`src/rtl/rpc_sched_pkg.sv`:
```
// rpc_sched_pkg
// Shared types and sizing helpers for the RPC transaction scheduler.
//   state_e     - scheduler FSM states (IDLE, ISSUE)
//   cmd_t       - latched DRAM command {is_write, addr, len}
//   rbuf_depth  - read-data SRAM depth in words for a given buffer configuration
// cmd_t is sized by ADDR_WIDTH/LEN_WIDTH below; the scheduler parameters
// default to these, so any override must be mirrored here.
package rpc_sched_pkg;

    localparam int unsigned ADDR_WIDTH = 27;
    localparam int unsigned LEN_WIDTH  = 6;

    typedef enum logic {
        IDLE  = 1'b0,
        ISSUE = 1'b1
    } state_e;

    typedef struct packed {
        logic                  is_write;
        logic [ADDR_WIDTH-1:0] addr;
        logic [LEN_WIDTH-1:0]  len;
    } cmd_t;

    // Each buffered transaction can carry up to 2^len_width words.
    function automatic int unsigned rbuf_depth(input int unsigned buffer_depth,
                                               input int unsigned len_width);
        return buffer_depth << len_width;
    endfunction

endpackage

```
`src/rtl/rpc_read_credit_counter.sv`:
```
// rpc_read_credit_counter
// Tracks free words in the read-data SRAM. Words are reserved when a read is
// granted and returned one at a time as the SRAM drains toward AXI.
// Ports:
//   clk_i, rst_i    clock, asynchronous active-high reset (credits -> full)
//   req_len_i       beats-1 of the read currently requesting a grant
//   space_ok_o      that read fits in the free space
//   reserve_i       read granted this cycle
//   reserve_len_i   beats-1 of the granted read
//   release_i       one word popped from the SRAM
//   credits_o       free words
module rpc_read_credit_counter
    import rpc_sched_pkg::*;
#(
    parameter int unsigned  BufferDepth  = 4,
    parameter int unsigned  DramLenWidth = LEN_WIDTH,
    localparam int unsigned RBufDepth    = rbuf_depth(BufferDepth, DramLenWidth),
    localparam int unsigned RDepth       = $clog2(RBufDepth)
) (
    input  logic                    clk_i,
    input  logic                    rst_i,
    input  logic [DramLenWidth-1:0] req_len_i,
    output logic                    space_ok_o,
    input  logic                    reserve_i,
    input  logic [DramLenWidth-1:0] reserve_len_i,
    input  logic                    release_i,
    output logic [RDepth:0]         credits_o
);

    localparam logic [RDepth:0] FULL = (RDepth+1)'(RBufDepth);
    localparam logic [RDepth:0] ONE  = (RDepth+1)'(1);

    logic [RDepth:0] credits_q;
    logic [RDepth:0] credits_d;
    logic [RDepth:0] req_words;
    logic [RDepth:0] reserve_words;

    // Lengths are widened before the +1 so that len=max cannot wrap.
    assign req_words     = {{(RDepth+1-DramLenWidth){1'b0}}, req_len_i} + ONE;
    assign reserve_words = {{(RDepth+1-DramLenWidth){1'b0}}, reserve_len_i} + ONE;
    assign space_ok_o    = (req_words <= credits_q);
    assign credits_o     = credits_q;

    // Reserve and release in the same cycle apply their net effect. A pop
    // while already full has no word to return and is ignored.
    always_comb begin
        credits_d = credits_q;
        if (reserve_i) begin
            credits_d = credits_d - reserve_words;
        end
        if (release_i && (credits_q != FULL)) begin
            credits_d = credits_d + ONE;
        end
    end

    always_ff @(posedge clk_i or posedge rst_i) begin
        if (rst_i) begin
            credits_q <= FULL;
        end else begin
            credits_q <= credits_d;
        end
    end

    // A pop at full credits means the downstream SRAM accounting is broken.
    always @(posedge clk_i) begin
        if (!rst_i) begin
            assert (!(release_i && (credits_q == FULL)));
        end
    end

endmodule

```
`src/rtl/rpc_trx_scheduler.sv`:
```
// rpc_trx_scheduler
// Arbitrates pending AXI write and read transactions and hands one command at
// a time to the DRAM command FSM. Writes need B-FIFO space; reads need enough
// read-SRAM credits for all their beats. Grants alternate when both sides are
// eligible; a read starved by repeated write grants eventually holds writes off.
// Ports:
//   clk_i, rst_i                           clock, asynchronous active-high reset
//   wr_valid_i/addr/len, wr_ready_o        write request and one-cycle accept pulse
//   rd_valid_i/addr/len, rd_ready_o        read request and one-cycle accept pulse
//   b_space_i                              B-response FIFO can take one entry
//   r_pop_i                                one read word left the SRAM
//   cmd_valid_o/ready_i/is_write/addr/len  command toward the DRAM FSM
//   credits_o                              free read-SRAM words
//   busy_o                                 a command is being offered
//   stat_wr_o, stat_rd_o, stat_stall_o     grant/stall counters
// Build option: RPC_SCHED_STATS_EN enables the statistics counters; without it
// the stat ports read as zero and no counter registers exist.
module rpc_trx_scheduler
    import rpc_sched_pkg::*;
#(
    parameter int unsigned  BufferDepth  = 4,
    parameter int unsigned  DramLenWidth = LEN_WIDTH,
    parameter int unsigned  AddrWidth    = ADDR_WIDTH,
    parameter int unsigned  MaxStarve    = 4,
    localparam int unsigned RDepth       = $clog2(rbuf_depth(BufferDepth, DramLenWidth))
) (
    input  logic                    clk_i,
    input  logic                    rst_i,
    input  logic                    wr_valid_i,
    input  logic [AddrWidth-1:0]    wr_addr_i,
    input  logic [DramLenWidth-1:0] wr_len_i,
    output logic                    wr_ready_o,
    input  logic                    rd_valid_i,
    input  logic [AddrWidth-1:0]    rd_addr_i,
    input  logic [DramLenWidth-1:0] rd_len_i,
    output logic                    rd_ready_o,
    input  logic                    b_space_i,
    input  logic                    r_pop_i,
    output logic                    cmd_valid_o,
    input  logic                    cmd_ready_i,
    output logic                    cmd_is_write_o,
    output logic [AddrWidth-1:0]    cmd_addr_o,
    output logic [DramLenWidth-1:0] cmd_len_o,
    output logic [RDepth:0]         credits_o,
    output logic                    busy_o,
    output logic [31:0]             stat_wr_o,
    output logic [31:0]             stat_rd_o,
    output logic [31:0]             stat_stall_o
);

    localparam int unsigned    SW       = $clog2(MaxStarve + 1);
    localparam logic [SW-1:0]  STARVE_MAX = SW'(MaxStarve);

    state_e        state_q, state_d;
    cmd_t          cmd_q, cmd_d;
    logic          last_wr_q, last_wr_d;
    logic [SW-1:0] starve_q, starve_d;

    logic rd_space;
    logic wr_hold;
    logic wr_elig;
    logic rd_elig;
    logic can_grant;
    logic wr_grant;
    logic rd_grant;

    rpc_read_credit_counter #(
        .BufferDepth  (BufferDepth),
        .DramLenWidth (DramLenWidth)
    ) u_credits (
        .clk_i         (clk_i),
        .rst_i         (rst_i),
        .req_len_i     (rd_len_i),
        .space_ok_o    (rd_space),
        .reserve_i     (rd_grant),
        .reserve_len_i (rd_len_i),
        .release_i     (r_pop_i),
        .credits_o     (credits_o)
    );

    // Once a blocked read has been bypassed MaxStarve times, writes are
    // ineligible until that read finally wins a grant.
    assign wr_hold   = (starve_q == STARVE_MAX);
    assign wr_elig   = wr_valid_i && b_space_i && !wr_hold;
    assign rd_elig   = rd_valid_i && rd_space;
    assign can_grant = (state_q == IDLE) && !rst_i;

    // With both sides eligible the side that did not win last time goes.
    assign wr_grant = can_grant && wr_elig && (!rd_elig || !last_wr_q);
    assign rd_grant = can_grant && rd_elig && (!wr_elig || last_wr_q);

    // Next-state: latch the granted request and offer it until accepted.
    always_comb begin
        state_d   = state_q;
        cmd_d     = cmd_q;
        last_wr_d = last_wr_q;
        starve_d  = starve_q;
        case (state_q)
            IDLE: begin
                if (wr_grant) begin
                    cmd_d     = '{is_write: 1'b1, addr: wr_addr_i, len: wr_len_i};
                    last_wr_d = 1'b1;
                    state_d   = ISSUE;
                    if (rd_valid_i && !rd_elig && !wr_hold) begin
                        starve_d = starve_q + SW'(1);
                    end
                end else if (rd_grant) begin
                    cmd_d     = '{is_write: 1'b0, addr: rd_addr_i, len: rd_len_i};
                    last_wr_d = 1'b0;
                    starve_d  = '0;
                    state_d   = ISSUE;
                end
            end
            ISSUE: begin
                if (cmd_ready_i) begin
                    state_d = IDLE;
                end
            end
            default: state_d = IDLE;
        endcase
    end

    // State and command registers; reset drops any command in flight.
    always_ff @(posedge clk_i or posedge rst_i) begin
        if (rst_i) begin
            state_q   <= IDLE;
            cmd_q     <= '0;
            last_wr_q <= 1'b0;
            starve_q  <= '0;
        end else begin
            state_q   <= state_d;
            cmd_q     <= cmd_d;
            last_wr_q <= last_wr_d;
            starve_q  <= starve_d;
        end
    end

    assign wr_ready_o     = wr_grant;
    assign rd_ready_o     = rd_grant;
    assign cmd_valid_o    = (state_q == ISSUE);
    assign cmd_is_write_o = cmd_q.is_write;
    assign cmd_addr_o     = cmd_q.addr;
    assign cmd_len_o      = cmd_q.len;
    assign busy_o         = (state_q != IDLE);

`ifdef RPC_SCHED_STATS_EN
    logic [31:0] stat_wr_q;
    logic [31:0] stat_rd_q;
    logic [31:0] stat_stall_q;

    // Free-running wrapping counters of grants and of stalled request cycles.
    always_ff @(posedge clk_i or posedge rst_i) begin
        if (rst_i) begin
            stat_wr_q    <= '0;
            stat_rd_q    <= '0;
            stat_stall_q <= '0;
        end else begin
            if (wr_grant) begin
                stat_wr_q <= stat_wr_q + 32'd1;
            end
            if (rd_grant) begin
                stat_rd_q <= stat_rd_q + 32'd1;
            end
            if ((wr_valid_i || rd_valid_i) && !wr_elig && !rd_elig) begin
                stat_stall_q <= stat_stall_q + 32'd1;
            end
        end
    end

    assign stat_wr_o    = stat_wr_q;
    assign stat_rd_o    = stat_rd_q;
    assign stat_stall_o = stat_stall_q;
`else
    assign stat_wr_o    = '0;
    assign stat_rd_o    = '0;
    assign stat_stall_o = '0;
`endif

endmodule

```
`config.mk`:
```
export PLATFORM = sky130hd
export DESIGN_NAME = rpc_trx_scheduler
export DESIGN_NICKNAME = d
export VERILOG_FILES = /design/src/rtl/rpc_sched_pkg.sv /design/src/rtl/rpc_read_credit_counter.sv /design/src/rtl/rpc_trx_scheduler.sv
export SDC_FILE = /design/constraint.sdc
export NUM_CORES = 1
export LEC_CHECK = 0
export BUFFER_PORTS_ARGS = -buffer_cell sky130_fd_sc_hd__buf_2
export CELL_PAD_IN_SITES_DETAIL_PLACEMENT = 2
export CELL_PAD_IN_SITES_GLOBAL_PLACEMENT = 2
export CORE_ASPECT_RATIO = 1.25
export CORE_UTILIZATION = 24
export CTS_CLUSTER_DIAMETER = 30
export DETAILED_ROUTE_END_ITERATION = 12
export PLACE_DENSITY_LB_ADDON = 0.1
export SYNTH_ARGS = -nofsm -noshare
export SYNTH_HDL_FRONTEND = slang
export SYNTH_SLANG_ARGS = --single-unit
```
`constraint.sdc`:
```
create_clock -name clk_i -period 3 [get_ports clk_i]
set_input_delay 0.15 -clock clk_i [delete_from_list [all_inputs] [get_ports clk_i]]
set_output_delay 0.15 -clock clk_i [all_outputs]
set_load 0.01 [all_outputs]
```
==> impl_metrics.toml <==
[synth]
netlist-cell-type-count = 52
async_flop_share_pct = 100.0
synth_ff_type = "dfrtp_1"
synth_xor_area_share_pct = 4.231
ys_top_cells_by_area = "dfrtp_1 (31%), buf_4 (20%), mux2i_1 (9.7%)"
seq_area_frac_synth_pct = 31.60
synth_cells = 411
synthesis.area_sq_um = 3726
synth_edf_count = 0
synth-seq-cells = 47
syn_avg_cell_area_sq_um = 9.066
yosysWarnings = 0
synth_compound_area_share_pct = 12.69
yosysTopAreaCellShare_pct = 30.89
synth_top_family_by_area = "buffers and inverters"
synth.area.mux_share_pct = 9.973
synth_area_leader_cell = "dfrtp_1"
synthAdderAreaFrac_pct = 4.231
yosys.area_share.simple_pct = 12.53

[critical_path]
worstReg2RegEnd = "u_credits.credits_o[4]$_DFF_PP0_"
required_ps = 2850
path_max_fanout = 33
regToRegStartpoint = "u_credits.credits_o[4]$_DFF_PP0_"
worstRegToRegCells = 13
crit_type = "flip-flop to output pin"
r2r_setup_slack_ps = 290
startpoint_type = "flip-flop"
endpoint_kind = "output pin"
arrival_ps = 2610

[pwr]
p_per_area_nw_per_um2 = 891.9
leakage_nw = 2.188
ir_drop_uv = 266.9

[placed_design]
placed_area_sq_um = 4258
gp_congestion = 0.8049
dp.cells = 742
hpwlAfterDp_um = 9269
dp_worst_setup_slack_ps = -12.03
portBuffers = 119

[floorplan]
die_y_um = 141.3
core-area_sq_um = 15080
rows = 50
die_w_um = 113.4
ios = 216
initial_utilization_pct = 24.71
dieArea_sq_um = 16030

[routing]
drc = 0
wl_per_cell_um = 14.93
drt_wl_total_um = 11200
ant_nets = 0
drt_iter0_drc = 42
first_pass_iters = 4
vias = 3056
viasPerCell = 4.075

[timing]
fin_skew_ps = 7.339
setup_viol = 0
setup_ws_ps = 241.4
hold-worst-slack_ps = 49.99
finalHoldViolations = 0
worst_slew_pin_slew_ps = 1047
rsz0062_at_grt = "false"
layout_min_cycle_time_ps = 2759
slew_viol_final = 0
fmax_mhz = 362.5
slew-limit-headroom_pct = 30.12
fin_crit_sh_pct = 91.95

[job]
max_cap_violations = 0

[final_layout]
drive_gt1_share_pct = 30.07
final_util_pct = 29.39
nets = 626
multi_input_area_sq_um = 1989
final_area_sq_um = 4432
syn_to_final_growth_pct = 18.94
layoutNonFillerInstCount = 750
fillerInstances = 1735
num_antenna_cells = 0
seqCellArea_sq_um = 1177

[clocking]
cts_sinks = 47
htreeDepth = 2
cts_setup_buffers = 0
cts_buffers = 5
cts-root-buf = "clkbuf_16"
cts_tree = "built"
cts_max_path_buffers = 2
clkLatencyLatePin_ps = 290
cts_hold_repair.buffers = 0
clk_pin_slew_ps = 70
cts_resized = 0

[grt]
overflow = 0
grt_max_degree = 60
grt_pass1_wl_um = 17190
grt_usage_pct = 13.84
antenna_found_initial = 0
grt_pass1_vias = 3148

[hold_path]
hold_class = "input pin to flip-flop"
worstHoldStart = "cmd_ready_i"
worstHoldEndpoint = "busy_o$_DFF_PP0_"
whs_path_depth = 2

[status]
status = "complete, no violations"
per-stage QoR:
step | setup TNS (ps) | total power, mW
finish | 0 | 3.952
global route | 0 | 4.293
CTS | 0 | 4.046
detailed placement | -12.03 | 3.356
global placement | 0 | 3.305
floorplan | 0 | 2.539
worst max path at each step:
| stage | from | endpoint | slack, ps |
|---|---|---|---|
| floorplan | rd_len_i[0] | u_credits.credits_o[4]$_DFF_PP0_ | 260 |
| global placement | rd_len_i[0] | u_credits.credits_o[4]$_DFF_PP0_ | 90 |
| detailed placement | rd_len_i[0] | u_credits.credits_o[4]$_DFF_PP0_ | -10 |
| CTS | u_credits.credits_o[4]$_DFF_PP0_ | wr_ready_o | 200 |
| global route | rd_len_i[0] | u_credits.credits_o[4]$_DFF_PP0_ | 40 |
| finish | u_credits.credits_o[4]$_DFF_PP0_ | wr_ready_o | 240 |
logic make-up (layout without fill, tap and decap cells):
kind of cell / count (synthesis) / in the layout
buf+inv: 127 / 163
other cells: 1 / 96
fa+ha+maj: 12 / 12
compound gates: 73 / 73
xor+xnor: 18 / 18
mux: 37 / 37
flops: 47 / 47
simple gates: 96 / 96
synthesized netlist by cell type (all sizes together) (2+ instances only):
master,n
nor3b,2
a31oi,3
inv,16
o21ai,46
clkbuf,4
buf,107
nand2b,2
ha,11
nor4b,2
a21o,2
a311o,2
or3,2
nand2,47
dfrtp,46
xnor2,9
nor2,9
a21oi,8
nand3b,2
mux2i,36
nand4,3
xor2,9
nor3,8
o211ai,3
nand3,12
a211o,2
and3,3
a211oi,2
cells in the final DEF, fill, tap and decap left out, types with 2 or more instances in the layout:
cell,synthesis,final
a211o_1,2,2
a211oi_1,2,2
a21oi_1,6,6
a21oi_2,2,2
a311o_1,2,2
a31oi_1,2,2
and3_1,3,3
buf_12,3,2
buf_2,2,119
buf_4,98,18
clkbuf_16,0,5
conb_1,1,96
dfrtp_1,46,46
ha_1,11,11
inv_1,13,12
inv_2,3,4
mux2i_1,36,36
nand2_1,46,45
nand2_2,1,2
nand2b_1,2,2
nand3_1,12,12
nand3b_1,2,2
nand4_1,3,3
nor2_1,9,9
nor3_1,6,6
nor3b_1,2,2
nor4b_1,2,2
o211ai_1,3,3
o21ai_0,13,13
o21ai_1,33,33
or3_1,2,2
xnor2_1,9,9
xor2_1,9,9
final cells by class:
type                       instances  share of cell area, %
multi-input combinational        332                  44.89
sequential                        47                  26.57
timing repair buffer             139                  17.39
tap                              208                  5.872
clock buffer                       6                  3.134
inverter                          16                  1.355
clock inverter                     2                 0.7905
registers in the layout (all words and copies together) (netlist names):
name	count
starve_q	3
busy_o	1
u_credits.credits_o	9
cmd_len_o	6
cmd_addr_o	27
cmd_is_write_o	1
report_power, final:
| part | switching, mW | total (mW) | internal, mW |
|---|---|---|---|
| clock network | 0.243 | 0.657 | 0.415 |
| registers | 0.219 | 1.16 | 0.944 |
| logic | 1.27 | 2.13 | 0.860 |
| total | 1.73 | 3.95 | 2.22 |
critical path, cell delays in order (launching register included):
cell and delay, ps:
dfrtp_1 430, ha_1 360, a211oi_1 290, o21ai_1 170
a21o_2 220, buf_4 150, a31oi_4 220, buf_12 270
buf_2 180
metal layers:
| metal | vias up | wire [um] | global-route usage (%) |
|---|---|---|---|
| li1 | 1466 | - | - |
| met1 | 1486 | 4464 | 16.16 |
| met2 | 98 | 6092 | 26.12 |
| met3 | 6 | 550 | 2.349 |
| met4 | 0 | 93 | 3.116 |
| met5 | - | 0 | 0 |
(Power assumes the default switching activity.)
